$ cat src/rtl/tx_bit_timer_pkg.sv
// Shared types and configuration limits for the transmit bit timer.
package tx_timer_pkg;

    typedef enum logic {
        IDLE = 1'b0,
        RUN  = 1'b1
    } tx_tmr_state_t;

    localparam int unsigned MIN_BIT_PERIOD = 2;
    localparam int unsigned MIN_DATA_LEN   = 1;

endpackage

$ cat src/rtl/tx_bit_timer_flex_counter.sv
// Generic up-counter that runs 0..rollover_val-1 and wraps back to 0.
module flex_counter #(
    parameter int unsigned NUM_CNT_BITS = 4
) (
    input  logic                    clk,
    input  logic                    n_rst,
    input  logic                    clear,
    input  logic                    count_enable,
    input  logic [NUM_CNT_BITS-1:0] rollover_val,
    output logic [NUM_CNT_BITS-1:0] count_out
);

    logic at_last;

    assign at_last = (count_out == (rollover_val - NUM_CNT_BITS'(1)));

    // Clear wins over counting so a restart never sees a stale count.
    always_ff @(posedge clk) begin
        if (!n_rst) begin
            count_out <= '0;
        end else if (clear) begin
            count_out <= '0;
        end else if (count_enable) begin
            count_out <= at_last ? '0 : count_out + NUM_CNT_BITS'(1);
        end
    end

endmodule

$ cat src/rtl/tx_bit_timer.sv
// Programmable bit/packet timer: shift, mid-bit and packet-end strobes for the TX shifter.
module tx_bit_timer
    import tx_timer_pkg::*;
#(
    parameter int unsigned PERIOD_W = 8,
    parameter int unsigned LEN_W    = 4
) (
    input  logic                clk,
    input  logic                n_rst,
    input  logic                start,
    input  logic                abort,
    input  logic [PERIOD_W-1:0] bit_period,
    input  logic [LEN_W-1:0]    data_len,
    input  logic                continuous,
    output logic                busy,
    output logic                shift_enable,
    output logic                mid_strobe,
    output logic                byte_sent,
    output logic                cfg_err
);

    tx_tmr_state_t       state, state_n;
    logic [PERIOD_W-1:0] period_q, period_n;
    logic [LEN_W-1:0]    len_q, len_n;
    logic [PERIOD_W-1:0] clk_cnt, clk_cnt_n;
    logic [LEN_W-1:0]    bit_cnt;
    logic                cfg_err_q, cfg_err_n;
    logic                bit_clear;

    logic running;
    logic at_period;
    logic bit_last;
    logic packet_end;
    logic cfg_ok;

    assign running    = (state == RUN);
    assign at_period  = running && (clk_cnt == period_q);
    assign bit_last   = (bit_cnt == (len_q - LEN_W'(1)));
    assign packet_end = at_period && bit_last;
    assign cfg_ok     = (bit_period >= PERIOD_W'(MIN_BIT_PERIOD)) &&
                        (data_len >= LEN_W'(MIN_DATA_LEN));

    // Abort is the only input allowed to reach the outputs combinationally.
    assign busy         = running;
    assign shift_enable = at_period && !abort;
    assign mid_strobe   = running && (clk_cnt == (period_q >> 1)) && !abort;
    assign byte_sent    = shift_enable && bit_last;
    assign cfg_err      = cfg_err_q;

    flex_counter #(
        .NUM_CNT_BITS (LEN_W)
    ) u_bit_counter (
        .clk          (clk),
        .n_rst        (n_rst),
        .clear        (bit_clear),
        .count_enable (shift_enable),
        .rollover_val (len_q),
        .count_out    (bit_cnt)
    );

    always_ff @(posedge clk) begin
        if (!n_rst) begin
            state     <= IDLE;
            period_q  <= '0;
            len_q     <= '0;
            clk_cnt   <= '0;
            cfg_err_q <= 1'b0;
        end else begin
            state     <= state_n;
            period_q  <= period_n;
            len_q     <= len_n;
            clk_cnt   <= clk_cnt_n;
            cfg_err_q <= cfg_err_n;
        end
    end

    always_comb begin
        state_n   = state;
        period_n  = period_q;
        len_n     = len_q;
        clk_cnt_n = clk_cnt;
        cfg_err_n = 1'b0;
        bit_clear = 1'b0;

        if (abort) begin
            state_n   = IDLE;
            clk_cnt_n = '0;
            bit_clear = 1'b1;
        end else begin
            unique case (state)
                IDLE: begin
                    if (start) begin
                        if (cfg_ok) begin
                            period_n  = bit_period;
                            len_n     = data_len;
                            clk_cnt_n = PERIOD_W'(1);
                            bit_clear = 1'b1;
                            state_n   = RUN;
                        end else begin
                            cfg_err_n = 1'b1;
                        end
                    end
                end
                RUN: begin
                    if (packet_end) begin
                        // A continuous chain relatches config so the next packet has no dead cycle.
                        bit_clear = 1'b1;
                        if (continuous && cfg_ok) begin
                            period_n  = bit_period;
                            len_n     = data_len;
                            clk_cnt_n = PERIOD_W'(1);
                        end else begin
                            cfg_err_n = continuous;
                            clk_cnt_n = '0;
                            state_n   = IDLE;
                        end
                    end else if (at_period) begin
                        clk_cnt_n = PERIOD_W'(1);
                    end else begin
                        clk_cnt_n = clk_cnt + PERIOD_W'(1);
                    end
                end
                default: begin
                    state_n = IDLE;
                end
            endcase
        end
    end

endmodule

$ cat config.mk
export PLATFORM = sky130hd
export DESIGN_NAME = tx_bit_timer
export DESIGN_NICKNAME = d
export VERILOG_FILES = /design/src/rtl/tx_bit_timer_pkg.sv /design/src/rtl/tx_bit_timer_flex_counter.sv /design/src/rtl/tx_bit_timer.sv
export SDC_FILE = /design/constraint.sdc
export NUM_CORES = 1
export LEC_CHECK = 0
export CAP_MARGIN = 40
export CORE_ASPECT_RATIO = 1.75
export CORE_MARGIN = 2
export CORE_UTILIZATION = 25
export DETAILED_ROUTE_END_ITERATION = 10
export PLACE_DENSITY = 0.42
export SETUP_SLACK_MARGIN = 0.3
export SLEW_MARGIN = 15
export SYNTH_ARGS = -nofsm -noshare
export SYNTH_HDL_FRONTEND = slang
export SYNTH_HIERARCHICAL = 1
export SYNTH_SLANG_ARGS = --single-unit
$ cat constraint.sdc
create_clock -name clk -period 3.25 [get_ports clk]
set_clock_uncertainty 0.05 [all_clocks]
set_input_delay 0.4875 -clock clk [delete_from_list [all_inputs] [get_ports clk]]
set_output_delay 0.4875 -clock clk [all_outputs]
set_load 0.02 [all_outputs]
; ---- Word-level counts from Yosys, hierarchy flattened
; Cells that the tools add are included.
[classes]
n_mux = 30
n_addsub = 3
bitwise = 3
reduce_logical = 13
eq_ne = 7
n_lt_le_gt_ge = 2
[op_table]
columns = cell, count
row1 = 8-bit two-way mux, 8
row2 = 8-bit one-hot mux with 2 select lines, 2
row3 = 4-bit two-way mux, 5
row4 = 1-bit two-way mux, 11
row5 = 8-bit by 1-bit adder with 8-bit output (second input constant), 1
row6 = 8-bit by 7-bit == test with 1-bit output, 1
row7 = 8-bit == test, 1
row8 = 8-bit by 2-bit greater-or-equal comparator with 1-bit output (second input constant), 1
row9 = 1-bit logical AND, 8
row10 = 4-bit one-hot mux with 2 select lines, 1
row11 = 1-bit one-hot mux with 2 select lines, 3
row12 = 5-bit AND reduction, 1
row13 = 4-bit by 1-bit adder with 4-bit output (second input constant), 1
row14 = 4-bit == test, 1
row15 = 4-bit by 1-bit greater-or-equal comparator with 1-bit output (second input constant), 1
row16 = 2-bit by 1-bit != test with 1-bit output (second input constant), 2
row17 = 2-bit != test (second input constant), 2
row18 = 2-bit OR reduction, 2
row19 = 4-bit by 1-bit subtractor with 4-bit output (second input constant), 1
row20 = 1-bit inverter, 3
row21 = 2-bit AND reduction, 1
row22 = 1-bit zero test, 1
[word_totals]
elab_cells = 64
register_bits = 26
output_inout_bits = 5
input_bits = 17

; ---- Logic depth before layout (Yosys ltp)
[depth]
ltp_word = 7
ltp_mapped = 9
mapped_depth_nobuf = 9

; ---- Cells and area by module
; Netlist, hierarchy kept.
[modules_own_cells]
columns = module, area_per_inst_um2, cells_each, instances, seq_area_each_um2
row1 = tx_bit_timer, 1456.4, 180, 1, 440.4
row2 = flex_counter, 272.8, 27, 1, 80.1

; ---- Worst setup path after synthesis
; Ideal clock, no wire load.
[synth_timing]
path_type = register -> output
from = reg len_q[0]
to = out byte_sent
required_time_ps = 2712
path_stages_with_launch = 6
path_slack_ps = 701
arrival_ps = 2011
path_buffers = 0
path_cell_list = dfxtp_1 inv_1 ha_1 xnor2_1 or4_4 nor3_1
[synth_via]
elab_chain_cells = 3
[synth_lines]
columns = item, line_no
row1 = from (decl), tx_bit_timer.sv:24  ; logic [LEN_W-1:0] len_q, len_n;
row2 = from (signal assigned), tx_bit_timer.sv:71  ; len_q <= len_n;
row3 = 4-bit by 1-bit subtractor with 4-bit output, tx_bit_timer.sv:38  ; assign bit_last = (bit_cnt == (len_q - LEN_W'(1)));
row4 = 4-bit == test, tx_bit_timer.sv:38
row5 = 1-bit logical AND, tx_bit_timer.sv:47  ; assign byte_sent = shift_enable && bit_last;
row6 = to (decl), tx_bit_timer.sv:18  ; output logic byte_sent,
; Every way passes these cells.

; ---- Final worst setup path
[layout_timing]
from = in abort
to = out mid_strobe
[layout_via]
elab_chain_cells = 2
[layout_lines]
columns = item, line_no
row1 = from (decl), tx_bit_timer.sv:11  ; input logic abort,
row2 = 1-bit zero test, tx_bit_timer.sv:46  ; assign mid_strobe = running && (clk_cnt == (period_q >> 1)) && !abort;
row3 = 1-bit logical AND, tx_bit_timer.sv:46
row4 = to (decl), tx_bit_timer.sv:17  ; output logic mid_strobe,
; Every way passes these cells.

==> impl_metrics.csv <==
group,metric,value,unit
min_path,holdPathEnd,"clk_cnt[7]$_SDFFE_PP0P_",
layout,syn_to_final_growth,25.47,%
min_path,hp-start,"clk_cnt[7]$_SDFFE_PP0P_",
global_route,grt_usage,13.48,%
status,status,"completed",
global_route,grt_pass1_vias,1569,
clocking,cts_tree,"built",
timing,hold_viol_final,0,
min_path,min_path_type,"reg -> reg",
timing,setup_slack,0.4507,ns
global_route,grt_max_degree,26,
power,max-vdd-ir-drop,0.1601,mV
timing,maxSlewViolCount,0,
floorplanning,rows,40,
floorplanning,ios,22,
yosys,netlist_area,0.001729,mm2
yosys,postSynthCellCount,207,
clocking,clock_path_buffers,2,
layout,antenna_cells,0,
timing,fmaxAchievable,357.2,MHz
min_path,hold_depth,1,
timing,finalCritPeriodShare,86.13,%
global_route,antenna_found_initial,0,
drt,drt_iter0_drc,54,
drt,wirelength,4.648,mm
clocking,clock_sinks,26,
yosys,seq_area_frac_synth,30.10,%
global_route,grt-ovfl-total,0,
timing,tightest_slew,0.5569,ns
clocking,ctsRootBufferMaster,"clkbuf_16",
drt,drc,0,
yosys,async_flop_share,0,%
layout,finalInstanceArea,0.002170,mm2
setup_path,cp_data_required_time,2.71,ns
timing,finalSetupViolCount,0,
place,place.port_buffers,21,
clocking,cts.htree.levels,1,
power,power_density,394.7,mW/mm2
floorplanning,die_w,66.87,um
timing,relSlewSlack,62.80,%
setup_path,regToRegSetupSlack,0.82,ns
yosys,synth-edff-count,0,
layout,drive_gt1_share,12.45,%
timing,rsz0062_at_grt,"no",
clocking,clkSlewWorstSetupHoldPaths,0.07,ns
place,post_dp_cell_area,0.002046,mm2
floorplanning,coreArea,0.006807,mm2
setup_path,critPathArrivalTime,2.26,ns
drt,ant_nets,0,
floorplanning,start_util,25.40,%
floorplanning,dieArea,0.007624,mm2
power,total_power,856.3,uW
yosys,synth_seq_cells,26,
job,cap_viol_max_count,0,
drt,vias_per_cell,5.044,
setup_path,reg2reg_from,"clk_cnt[5]$_SDFFE_PP0P_",
setup_path,criticalPathCategory,"in -> out",
yosys,yosys_warnings,6,
power,p_leak,0.8209,nW
yosys,syn-num-nets,228,
yosys,syn_area_per_cell,8.353,um2
setup_path,cp_max_fo,6,
setup_path,reg2reg_to,"u_bit_counter/count_out[2]$_SDFFE_PP0P_",
clocking,ctsHoldBuffers,0,
setup_path,end_kind,"output pin",
setup_path,critical_path.startpoint_type,"input port",
global_route,grt_pass1_wl,7.741,mm
clocking,cts_buffers,3,
layout,nets,255,
yosys,synthFlopType,"dfxtp_1",
floorplanning,die_h,114.0,um
timing,fin_tns_setup,0,ns
drt,vias,1599,
timing,min_period,2.799,ns
place,dpl_worst_slack,0.3512,ns
layout,nFillCells,762,
drt,dr.pass1.iters,6,
setup_path,reg2reg_depth,8,
drt,wl_per_cell,14.66,um
place,dpl.hpwl,3.595,mm
clocking,clk_latency,0.27,ns
place,gp_congestion,0.8055,
yosys,ys_types,42,
-- power breakdown --
| part | switching [mW] | leakage [nW] | internal [mW] |
|---|---|---|---|
| Combinational | 0.0706 | 0.558 | 0.0697 |
| Clock | 0.126 | 0.0511 | 0.246 |
| Sequential | 0.0154 | 0.212 | 0.329 |
| Total | 0.212 | 0.821 | 0.644 |
-- timing repair --
item	in CTS	in global routing
setup endpoints to repair	1	1
resized for setup	2	2
pin swaps	0	1
buffers inserted	0	1
gates cloned	0	0
-- flip-flops by register name (all words and copies together) (netlist names) --
name                     cells
cfg_err                      1
period_q                     8
busy                         1
clk_cnt                      8
u_bit_counter/count_out      4
len_q                        4
-- worst max-delay path: stages --
cell             delay, ns
clkdlybuf4s50_1       0.53
nor2_1                0.14
nand3_1               0.09
nor4_1                0.34
clkdlybuf4s50_1       0.67
-- placed cells by master (no fill, tap or decap), types with 7 or more instances in the layout --
cell type        instances
xnor2_1                 16
buf_4                   14
a311oi_1                 7
nor2_1                  11
xor2_1                  13
clkdlybuf4s50_1         19
inv_1                   19
o221ai_1                12
nor3_1                   7
nand2_1                 11
nand3_1                 30
dfxtp_1                 25
-- cell usage after synthesis, drive strengths merged (2+ instances only) --
cell          n  area, um2
a21oi         3      15.01
inv          19      71.32
xnor2        16      140.1
o21a          2      15.01
nor2         11      41.29
clkbuf        2      8.750
dfxtp        26      520.5
nand2b        3      18.77
dlygate4sd1   2      17.52
ha            4      50.05
nor3          9      61.31
buf           7      50.05
xor2         13      113.9
a311oi        7      61.31
a211oi        2      15.01
o221ai       12      105.1
nand4         4      25.02
nand3        30      150.1
nand2        11      41.29
nor4          5      43.79
a31oi         3      18.77
dlygate4sd3   2      20.02
-- worst max path at each step --
stage,from,slack [ns],end
after floorplan,len_q[0]$_SDFFE_PN0P_,0.70,byte_sent
after global placement,len_q[1]$_SDFFE_PN0P_,0.40,byte_sent
after detailed placement,len_q[1]$_SDFFE_PN0P_,0.35,byte_sent
after CTS,clk_cnt[2]$_SDFFE_PP0P_,0.33,shift_enable
after global routing,len_q[1]$_SDFFE_PN0P_,0.32,byte_sent
final,abort,0.45,mid_strobe
-- cells by family (layout without fill, tap and decap cells) --
| family | after synthesis | count (layout) | synth area share [%] |
|---|---|---|---|
| mux | 2 | 2 | 1.230 |
| simple gates | 77 | 77 | 23.88 |
| flops | 26 | 26 | 30.10 |
| fa+ha+maj | 4 | 4 | 2.894 |
| compound gates | 37 | 37 | 17.51 |
| buf+inv | 32 | 58 | 9.696 |
| xor+xnor | 29 | 29 | 14.69 |
-- layer usage --
| metal | GRT usage (%) | up-vias | routed length (um) |
|---|---|---|---|
| li1 | - | 803 | - |
| met1 | 14.78 | 751 | 1829 |
| met2 | 24.07 | 33 | 2516 |
| met3 | 1.677 | 12 | 118 |
| met4 | 7.755 | 0 | 183 |
| met5 | 0 | - | 0 |
-- cell type report --
type	instances	area, um2	area share [%]
flip-flops and latches	26	521.8	24.05
repair buffers	35	316.6	14.59
multi-input cells	149	1050	48.39
clock inverters	1	30.03	1.384
clock buffers	3	75.07	3.460
inverters	19	71.32	3.287
well taps	84	105.1	4.844
-- through the flow --
stage,std cells,hold WS [ns],util [%]
2_1_floorplan,207,0.4426,-
3_3_place_gp,312,0.5033,30.06
3_5_place_dp,312,0.5045,30.06
4_1_cts,316,0.5225,31.60
5_1_grt,317,0.5538,31.87
6_report,317,0.5125,31.87
No activity file was read; power rests on OpenSTA's default activity.
